--- src/rtl/mem_port_arbiter.sv ---
// rtl/mem_port_arbiter.sv - single-port memory arbiter for fetch/load reads and the commit store port
// Optional feature macro: ARB_FAIRNESS_EN (bounds how long a stream of stores can starve reads)
module mem_port_arbiter #(
   parameter int NREQ       = 4,
   parameter int MEM_LAT    = 1,
`ifdef ARB_FAIRNESS_EN
   parameter int STARVE_MAX = 4,
`endif
   parameter int MODE_W     = 3
) (
   input  logic                         clk,
   input  logic                         reset,
   input  logic                         flush,
   input  logic [NREQ-1:0]              rd_req_valid,
   output logic [NREQ-1:0]              rd_req_ready,
   input  logic [NREQ-1:0][31:0]        rd_req_addr,
   input  logic [NREQ-1:0][MODE_W-1:0]  rd_req_mode,
   output logic [NREQ-1:0]              rd_rsp_valid,
   output logic [NREQ-1:0][31:0]        rd_rsp_data,
   input  logic                         wr_req_valid,
   output logic                         wr_req_ready,
   input  logic [31:0]                  wr_req_addr,
   input  logic [31:0]                  wr_req_data,
   input  logic [MODE_W-1:0]            wr_req_mode,
   output logic                         mem_en,
   output logic                         mem_we,
   output logic [31:0]                  mem_addr,
   output logic [31:0]                  mem_wdata,
   output logic [MODE_W-1:0]            mem_mode,
   input  logic [31:0]                  mem_rdata
);

   localparam int PW = (NREQ > 1) ? $clog2(NREQ) : 1;

   logic [PW-1:0]              rr_q, rr_d;
   logic [MEM_LAT-1:0]         tag_vld_q;
   logic [MEM_LAT-1:0][PW-1:0] tag_id_q;
   logic [PW-1:0]              rd_win;
   logic [PW-1:0]              cand_idx;
   logic                       rd_found;
   logic                       rd_pend;
   logic                       rd_any;
   logic                       rd_go;
   logic                       wr_go;
   logic                       force_rd;
   int                         cand;

   // Round-robin scan: first valid requester at or after rr_q, wrapping modulo NREQ
   always_comb begin
      rd_win   = rr_q;
      rd_found = 1'b0;
      cand     = 0;
      cand_idx = '0;
      for (int k = 0; k < NREQ; k++) begin
         if (!rd_found) begin
            cand     = (int'(rr_q) + k) % NREQ;
            cand_idx = PW'(cand);
            if (rd_req_valid[cand_idx]) begin
               rd_found = 1'b1;
               rd_win   = cand_idx;
            end
         end
      end
   end

`ifdef ARB_FAIRNESS_EN
   logic [2:0] starve_q;

   // Count stores granted while reads wait; at the limit the read winner takes the next slot
   always_ff @(posedge clk or negedge reset) begin
      if (!reset) begin
         starve_q <= '0;
      end else if (rd_go || !rd_pend) begin
         starve_q <= '0;
      end else if (wr_go && !flush) begin
         starve_q <= starve_q + 3'd1;
      end
   end

   assign force_rd = rd_any && (starve_q == 3'(STARVE_MAX));
`else
   assign force_rd = 1'b0;
`endif

   // Grants are held low during reset; flush blocks reads but never stores
   assign rd_pend = |rd_req_valid;
   assign rd_any  = rd_pend && !flush && reset;
   assign wr_go   = wr_req_valid && reset && !force_rd;
   assign rd_go   = rd_any && !wr_go;

   // Grant decode and memory macro drive for the single winner of this cycle
   always_comb begin
      rd_req_ready = '0;
      if (rd_go) begin
         rd_req_ready[rd_win] = 1'b1;
      end
      wr_req_ready = wr_go;
      mem_en       = rd_go || wr_go;
      mem_we       = wr_go;
      mem_addr     = wr_go ? wr_req_addr : rd_req_addr[rd_win];
      mem_mode     = wr_go ? wr_req_mode : rd_req_mode[rd_win];
      mem_wdata    = wr_req_data;
   end

   // Pointer moves past the granted reader only; write, idle and flush cycles keep it
   always_comb begin
      rr_d = rr_q;
      if (rd_go) begin
         rr_d = (rd_win == PW'(NREQ - 1)) ? '0 : rd_win + PW'(1);
      end
   end

   // Tag pipeline tracks which requester owns the data arriving MEM_LAT cycles after issue
   always_ff @(posedge clk or negedge reset) begin
      if (!reset) begin
         rr_q      <= '0;
         tag_vld_q <= '0;
         tag_id_q  <= '0;
      end else begin
         rr_q         <= rr_d;
         tag_vld_q[0] <= rd_go;
         tag_id_q[0]  <= rd_win;
         for (int s = 1; s < MEM_LAT; s++) begin
            tag_vld_q[s] <= tag_vld_q[s-1] && !flush;
            tag_id_q[s]  <= tag_id_q[s-1];
         end
      end
   end

   // Route the returning word to its owner; a flush suppresses the pulse in that cycle
   always_comb begin
      rd_rsp_valid = '0;
      rd_rsp_data  = '0;
      if (tag_vld_q[MEM_LAT-1] && !flush) begin
         rd_rsp_valid[tag_id_q[MEM_LAT-1]] = 1'b1;
         rd_rsp_data[tag_id_q[MEM_LAT-1]]  = mem_rdata;
      end
   end

endmodule

--- config.mk ---
export PLATFORM = sky130hd
export DESIGN_NAME = mem_port_arbiter
export DESIGN_NICKNAME = d
export VERILOG_FILES = /design/src/rtl/mem_port_arbiter.sv
export SDC_FILE = /design/constraint.sdc
export NUM_CORES = 1
export LEC_CHECK = 0
export ABC_AREA = 1
export CAP_MARGIN = 0
export CORE_AREA = 3 3 173 175
export DETAILED_ROUTE_END_ITERATION = 6
export DIE_AREA = 0 0 176 178
export SYNTH_ARGS = -nofsm -noshare
export SYNTH_HDL_FRONTEND = slang
export SYNTH_SLANG_ARGS = --single-unit
--- constraint.sdc ---
create_clock -name clk -period 2 [get_ports clk]
set_clock_uncertainty 0.05 [all_clocks]
set_input_delay 0.2 -clock clk [delete_from_list [all_inputs] [get_ports clk]]
set_output_delay 0.2 -clock clk [all_outputs]
set_load 0.005 [all_outputs]
==> results of run 1 <==
[synthesized netlist by cell type]
| cell | n |
|---|---|
| nand3_4 | 1 |
| inv_6 | 1 |
| nand3b_1 | 1 |
| clkbuf_1 | 18 |
| nor3_1 | 2 |
| clkinv_1 | 1 |
| inv_1 | 121 |
| buf_4 | 39 |
| ha_1 | 4 |
| nand2_8 | 1 |
| nand3_1 | 109 |
| nor2_1 | 138 |
| nand2_4 | 2 |
| inv_4 | 1 |
| nor2_2 | 1 |
| nand3_2 | 1 |
| buf_2 | 14 |
| inv_2 | 2 |
| nand2_2 | 6 |
| buf_6 | 8 |
| dfrtp_1 | 5 |
| a41oi_1 | 1 |
| nand2_1 | 316 |
| o21ai_0 | 2 |
[repair_timing]
action | CTS | global route
pin swaps | 2 | 78
setup endpoints to repair | 175 | 137
gates resized for setup | 113 | 348
buffers inserted | 5 | 40
gates cloned | 1 | 20
[per-layer routing]
layer | GRT usage (%) | vias up | routed length [µm]
met1 | 13.87 | 2900 | 9727
met5 | 0 | - | 13
met3 | 4.321 | 40 | 2435
li1 | - | 3163 | -
met4 | 2.441 | 2 | 713
met2 | 27.51 | 337 | 15090
[state kept, by name, summed over array words and instances, names as in the netlist]
name / cells
rr_q: 2
tag_id_q: 2
tag_vld_q: 1
[through the flow]
stage / setup slack (ns) / total power [µW] / utilization [%] / hold slack, ns
after floorplan: 0.004483 / 5425 / - / -0.1456
after global placement: -0.9297 / 9657 / 27.61 / 0.3500
after detailed placement: -0.9309 / 9618 / 27.61 / 0.3500
after CTS: -0.9485 / 10300 / 28.02 / 0.05586
after global routing: -0.8650 / 15450 / 32.38 / 0.06399
final: -0.7387 / 14240 / 32.38 / 0.03943
[cell families after synthesis]
logic type / synth area share (%)
and+or+nand+nor: 66.59
buffers and inverters: 27.99
DFF: 3.499
adders and majority gates: 1.400
AOI/OAI and AO/OA: 0.5249
[layout make-up]
type	count	area, µm²
Sequential cell	5	127.6
Timing Repair Buffer	496	5150
Fill cell	3149	19360
Tap cell	384	480.5
Inverter	126	499.2
Clock buffer	4	78.83
Multi-Input combinational cell	586	2924
Timing Repair inverter	1	8.758
[where the power goes]
part	leakage, µW	switching, µW	internal [µW]	total [µW]
clock	0.0000382	70.5	265	335
sequential	0.0000600	67.8	150	218
combinational	0.00606	6880	6810	13700
total	0.00616	7010	7230	14200
[worst paths after layout]
check | slack, ns | endpoint
setup / recovery | -0.74 | mem_addr[19]
hold / removal | 0.04 | rr_q[0]$_DFFE_PN0P_
setup reg to reg | -0.21 | rr_q[1]$_DFFE_PN0P_
hold reg to reg | 0.72 | rr_q[1]$_DFFE_PN0P_
max in group asynchronous | 1.74 | rr_q[1]$_DFFE_PN0P_
min in group clk | 0.35 | mem_wdata[18]
==> flow_metrics.tcl, run 1 <==
set metrics [dict create \
    crit_top_cell "nand2_1" \
    cp.buffers_inverters 6 \
    finalWeightedCongestion 0.8721 \
    cap_violations 0 \
    core_area_mm2 0.02863 \
    antenna_cells 0 \
    worst_slack_ns -0.7387 \
    cpPeakStageDelay_ns 0.46 \
    min_period_over_period_pct 136.9 \
    start_kind "flop" \
    rr_startpoint "rr_q[0]$_DFFE_PN0P_" \
    start_util_pct 12.49 \
    setup_viol 40 \
    place_hpwl_um 19840 \
    drive_above_1_share_pct 23.73 \
    layout_common_cells "nand2_1 (274), clkdlybuf4s50_1 (216), nor2_1 (133)" \
    layout.nets 1470 \
    dr.pass1.iters 4 \
    clk_pin_slew_ns 0.04 \
    worst_pin_slew_ns 0.3441 \
    h-tree-depth 1 \
    critPathArrivalTime_ns 2.49 \
    grtUsageTotal_pct 13.70 \
    dp.cells 1532 \
    clock-sinks 5 \
    crit_start "rr_q[0]$_DFFE_PN0P_" \
    clock_latency_ns 0.23 \
    avgSynthCellArea_um2 4.498 \
    crit_type "reg -> out" \
    hold_viol 0 \
    end_kind "primary output" \
    fin_setup_tns_ns -25.95 \
    detail-route-antenna-nets 0 \
    wirelength_um 27980 \
    rsz0062_at_grt "true" \
    dr.first_iter.drc_count 208 \
    synth_area_leaders "nand2_1 (33%), nand3_1 (15%), nor2_1 (14%)" \
    worstPathRequired_ns 1.75 \
    vias_per_cell 4.021 \
    cts_tree "done" \
    yosysSeqAreaShare_pct 3.499 \
    grt_start_max_net_pins 52 \
    status "finished, violations left" \
    drc_errors 0 \
    powerDensity_mw_per_mm2 1536 \
    cts_buffers 3 \
    reg2reg_depth 15 \
    hold_class "in -> async" \
    first_global_vias 5615 \
    yosysWarnings 0 \
    dieArea_mm2 0.03133 \
    grt_overflow 0 \
    critical_path_depth 20 \
    grt_antenna_before_repair 1 \
    crit_family "simple AND/OR/NAND/NOR gates" \
    synthCells 795 \
    ctsRootBufferMaster "clkbuf_16" \
    final_common_cell "nand2_1" \
    ios 453 \
    p_leak_uw 0.006158 \
    synthToLayoutAreaGrowth_pct 159.2 \
    netlist_area_mm2 0.003576 \
    ys_ff_latch 5 \
    max_freq_mhz 365.1 \
    vias 6442 \
    dieHeight_um 178 \
    wl_per_cell_um 17.47 \
    rows 62 \
    final_cell_area_mm2 0.009269 \
    violations "negative setup slack" \
    slew_headroom_pct 77.03 \
    finalCriticalPeriod_ns 2.739 \
    synthesis.nets 1046 \
    die_x_um 176 \
    cp_max_fo 7 \
    slew_violations 0 \
    synth_top_area_share_pct 33.17 \
    placed_area_mm2 0.007903 \
    crit_slowest_cell "dfrtp_2" \
    cts_buffer_depth 2 \
    port_buffers 388 \
    synthDistinctLibCells 24 \
    stdcell_count 1602 \
    crit_chain "clkinv_4, nand2_2, nand2_2, nand2_2, nand2_4, nor2_4, nand2_4, nand3_4, buf_12, nand2_8, buf_6, clkbuf_16, buf_6, nand2_1, nand2_1, nand2_1, nand2_1, nand2_1, nand2_1, clkbuf_2" \
    synth_top_cell_by_area "nand2_1" \
    grt_pass1_wl_um 33130 \
    irDropWorstVdd_mv 0.7036 \
    cts_hold_buffers 0 \
]
Note: power is estimated with default switching activity, not from simulation.
==> run 2, diff against run 1 <==
--- a/config.mk
+++ b/config.mk
@@ -8,6 +8,7 @@
 export ABC_AREA = 1
 export CAP_MARGIN = 0
 export CORE_AREA = 3 3 173 175
+export CTS_CLUSTER_SIZE = 30
 export DETAILED_ROUTE_END_ITERATION = 6
 export DIE_AREA = 0 0 176 178
 export SYNTH_ARGS = -nofsm -noshare
==> results of run 2 <==
Final layout, timing and power as in run 1 (identical DEF).
==> run 3, diff against run 2 <==
--- a/config.mk
+++ b/config.mk
@@ -8,9 +8,12 @@
 export ABC_AREA = 1
 export CAP_MARGIN = 0
 export CORE_AREA = 3 3 173 175
+export CTS_BUF_LIST = sky130_fd_sc_hd__clkbuf_16
 export CTS_CLUSTER_SIZE = 30
 export DETAILED_ROUTE_END_ITERATION = 6
 export DIE_AREA = 0 0 176 178
+export REMOVE_ABC_BUFFERS = 1
 export SYNTH_ARGS = -nofsm -noshare
 export SYNTH_HDL_FRONTEND = slang
 export SYNTH_SLANG_ARGS = --single-unit
+export TNS_END_PERCENT = 50
==> run 3 against run 2 <==
Compared with the run above: the flow still finishes with violations (negative setup slack); first-iteration DRC count shrank 0.96%; utilization grew 0.98 points; global-route usage grew 1.5 points; hold slack gained 0.31 ns; wire length shrank 2.6%; non-clock buffer count grew 15; critical path type unchanged; critical endpoint is now mem_addr[16]; largest power group unchanged.
==> flow_metrics.tcl, run 3 (same netlist as run 1, synthesis figures left out) <==
set metrics [dict create \
    setup_viol 40 \
    start_kind "flop" \
    hold_class "in -> out" \
    grt_antenna_before_repair 0 \
    drive_above_1_share_pct 26.08 \
    dp.cells 1540 \
    reg2reg_to "rr_q[1]$_DFFE_PN0P_" \
    vias 6644 \
    core_area_mm2 0.02863 \
    port_buffers 388 \
    clock_latency_ns 0.23 \
    hold_viol 0 \
    cts_tree "done" \
    wl_per_cell_um 16.87 \
    rsz0062_at_grt "true" \
    timing.hold.ws_ns 0.3501 \
    crit_start "rr_q[0]$_DFFE_PN0P_" \
    wirelength_um 27250 \
    h-tree-depth 1 \
    status "finished, violations left" \
    slew_violations 0 \
    dr.first_iter.drc_count 206 \
    clock-sinks 5 \
    rr_startpoint "rr_q[0]$_DFFE_PN0P_" \
    detail-route-antenna-nets 0 \
    fin_setup_tns_ns -25.47 \
    worstPathRequired_ns 1.75 \
    ios 453 \
    powerDensity_mw_per_mm2 1543 \
    multi_input_area_mm2 0.003027 \
    start_util_pct 12.49 \
    vias_per_cell 4.114 \
    seq_area_um2 126.4 \
    reg_top3 "rr_q x2, tag_id_q x2, tag_vld_q x1" \
    endpoint "mem_addr[16]" \
    violations "negative setup slack" \
    grt_overflow 0 \
    rows 62 \
    grt_start_max_net_pins 36 \
    irDropWorstVdd_mv 0.8966 \
    worst_slack_ns -0.7895 \
    clk_pin_slew_ns 0.03 \
    layout.nets 1483 \
    ctsRootBufferMaster "clkbuf_16" \
    synthToLayoutAreaGrowth_pct 167.0 \
    finalCriticalPeriod_ns 2.789 \
    drc_errors 0 \
    grtUsageTotal_pct 15.17 \
    place_hpwl_um 18410 \
    crit_type "reg -> out" \
    reg2reg_depth 16 \
    cts_buffer_depth 2 \
    max_freq_mhz 358.5 \
    dieArea_mm2 0.03133 \
    cap_violations 0 \
    worst_pin_slew_ns 0.2833 \
    dr.pass1.iters 4 \
    final_common_cell "nand2_1" \
    finalWeightedCongestion 0.8693 \
    slew_headroom_pct 81.10 \
    die_x_um 176 \
    cp_max_fo 8 \
    end_kind "primary output" \
    stdcell_count 1615 \
    grt_pass1_wl_um 37030 \
    min_period_over_period_pct 139.5 \
    p_leak_uw 0.006184 \
    critPathArrivalTime_ns 2.54 \
    dieHeight_um 178 \
    reg2reg_slack_ns -0.20 \
    antenna_cells 0 \
    place_ws_ns -0.8384 \
    layout_common_cells "nand2_1 (261), clkdlybuf4s50_1 (246), nor2_1 (125)" \
    first_global_vias 6361 \
    fill_cells 3014 \
    cts_buffers 3 \
]
run 3: worst min-delay path by stage:
stage                          startpoint                   to  slack [ns]  cells after the start
final                     wr_req_data[18]        mem_wdata[18]        0.35                      0
after floorplan                     reset  rr_q[0]$_DFFE_PN0P_       -0.15                      0
after CTS                           reset  rr_q[0]$_DFFE_PN0P_        0.28                      2
after global placement     wr_req_data[0]         mem_wdata[0]        0.35                      0
after detailed placement   wr_req_data[0]         mem_wdata[0]        0.35                      0
after global routing      wr_req_data[18]        mem_wdata[18]        0.35                      0
run 3: critical path, cell delays in order (launching register included):
cell and delay, ns:
dfrtp_1 0.38, buf_12 0.15, clkinv_8 0.08, nand2_4 0.08
nand2_4 0.07, nand2_4 0.10, nand2_8 0.07, nor2_4 0.12
nand2_4 0.09, nand3_4 0.16, nand2_8 0.10, buf_8 0.14
buf_6 0.13, buf_16 0.14, buf_6 0.11, nand2_2 0.05
nand3_2 0.05, nand2_1 0.07, nand2_1 0.05, nand2_1 0.06
buf_2 0.10
run 3: through the flow:
stage                     utilization [%]  total power [µW]  instance area [µm²]
after CTS                           30.96             12890                 8864
after floorplan                         -              4599                 3055
after global routing                33.36             16000                 9549
final                               33.36             14730                 9549
after detailed placement            27.98              9387                 8010
after global placement              27.98              9361                 8010
run 3: layout make-up:
type	instances	area share (%)
clock buffers	3	0.7862
clock inverters	1	0.03931
inverters	126	5.241
multi-input cells	585	31.70
flip-flops and latches	5	1.323
well taps	384	5.031
repair buffers	511	55.88
run 3: power by group:
| part | total (µW) | internal (µW) | leakage, µW | switching, µW |
|---|---|---|---|---|
| clock network | 323 | 259 | 0.0000423 | 64.3 |
| registers | 200 | 148 | 0.0000612 | 52.3 |
| logic | 14200 | 7100 | 0.00608 | 7110 |
| total | 14700 | 7510 | 0.00618 | 7220 |
run 3: per-layer routing:
layer	global-route usage (%)	up-vias	part of all wire, %
met5	0.6410	-	0
met4	3.497	0	2.2
met3	4.406	40	8.7
met2	28.43	390	51
met1	16.83	3028	38
li1	-	3186	-
run 3: what timing repair did:
action                     4_1_cts  5_1_grt
resized for setup              216      313
setup buffers                   35       29
setup endpoints to repair      148      172
pin swaps                        5       79
hold buffers                     0        1
cloned                          13        3
hold endpoints to repair         0        5
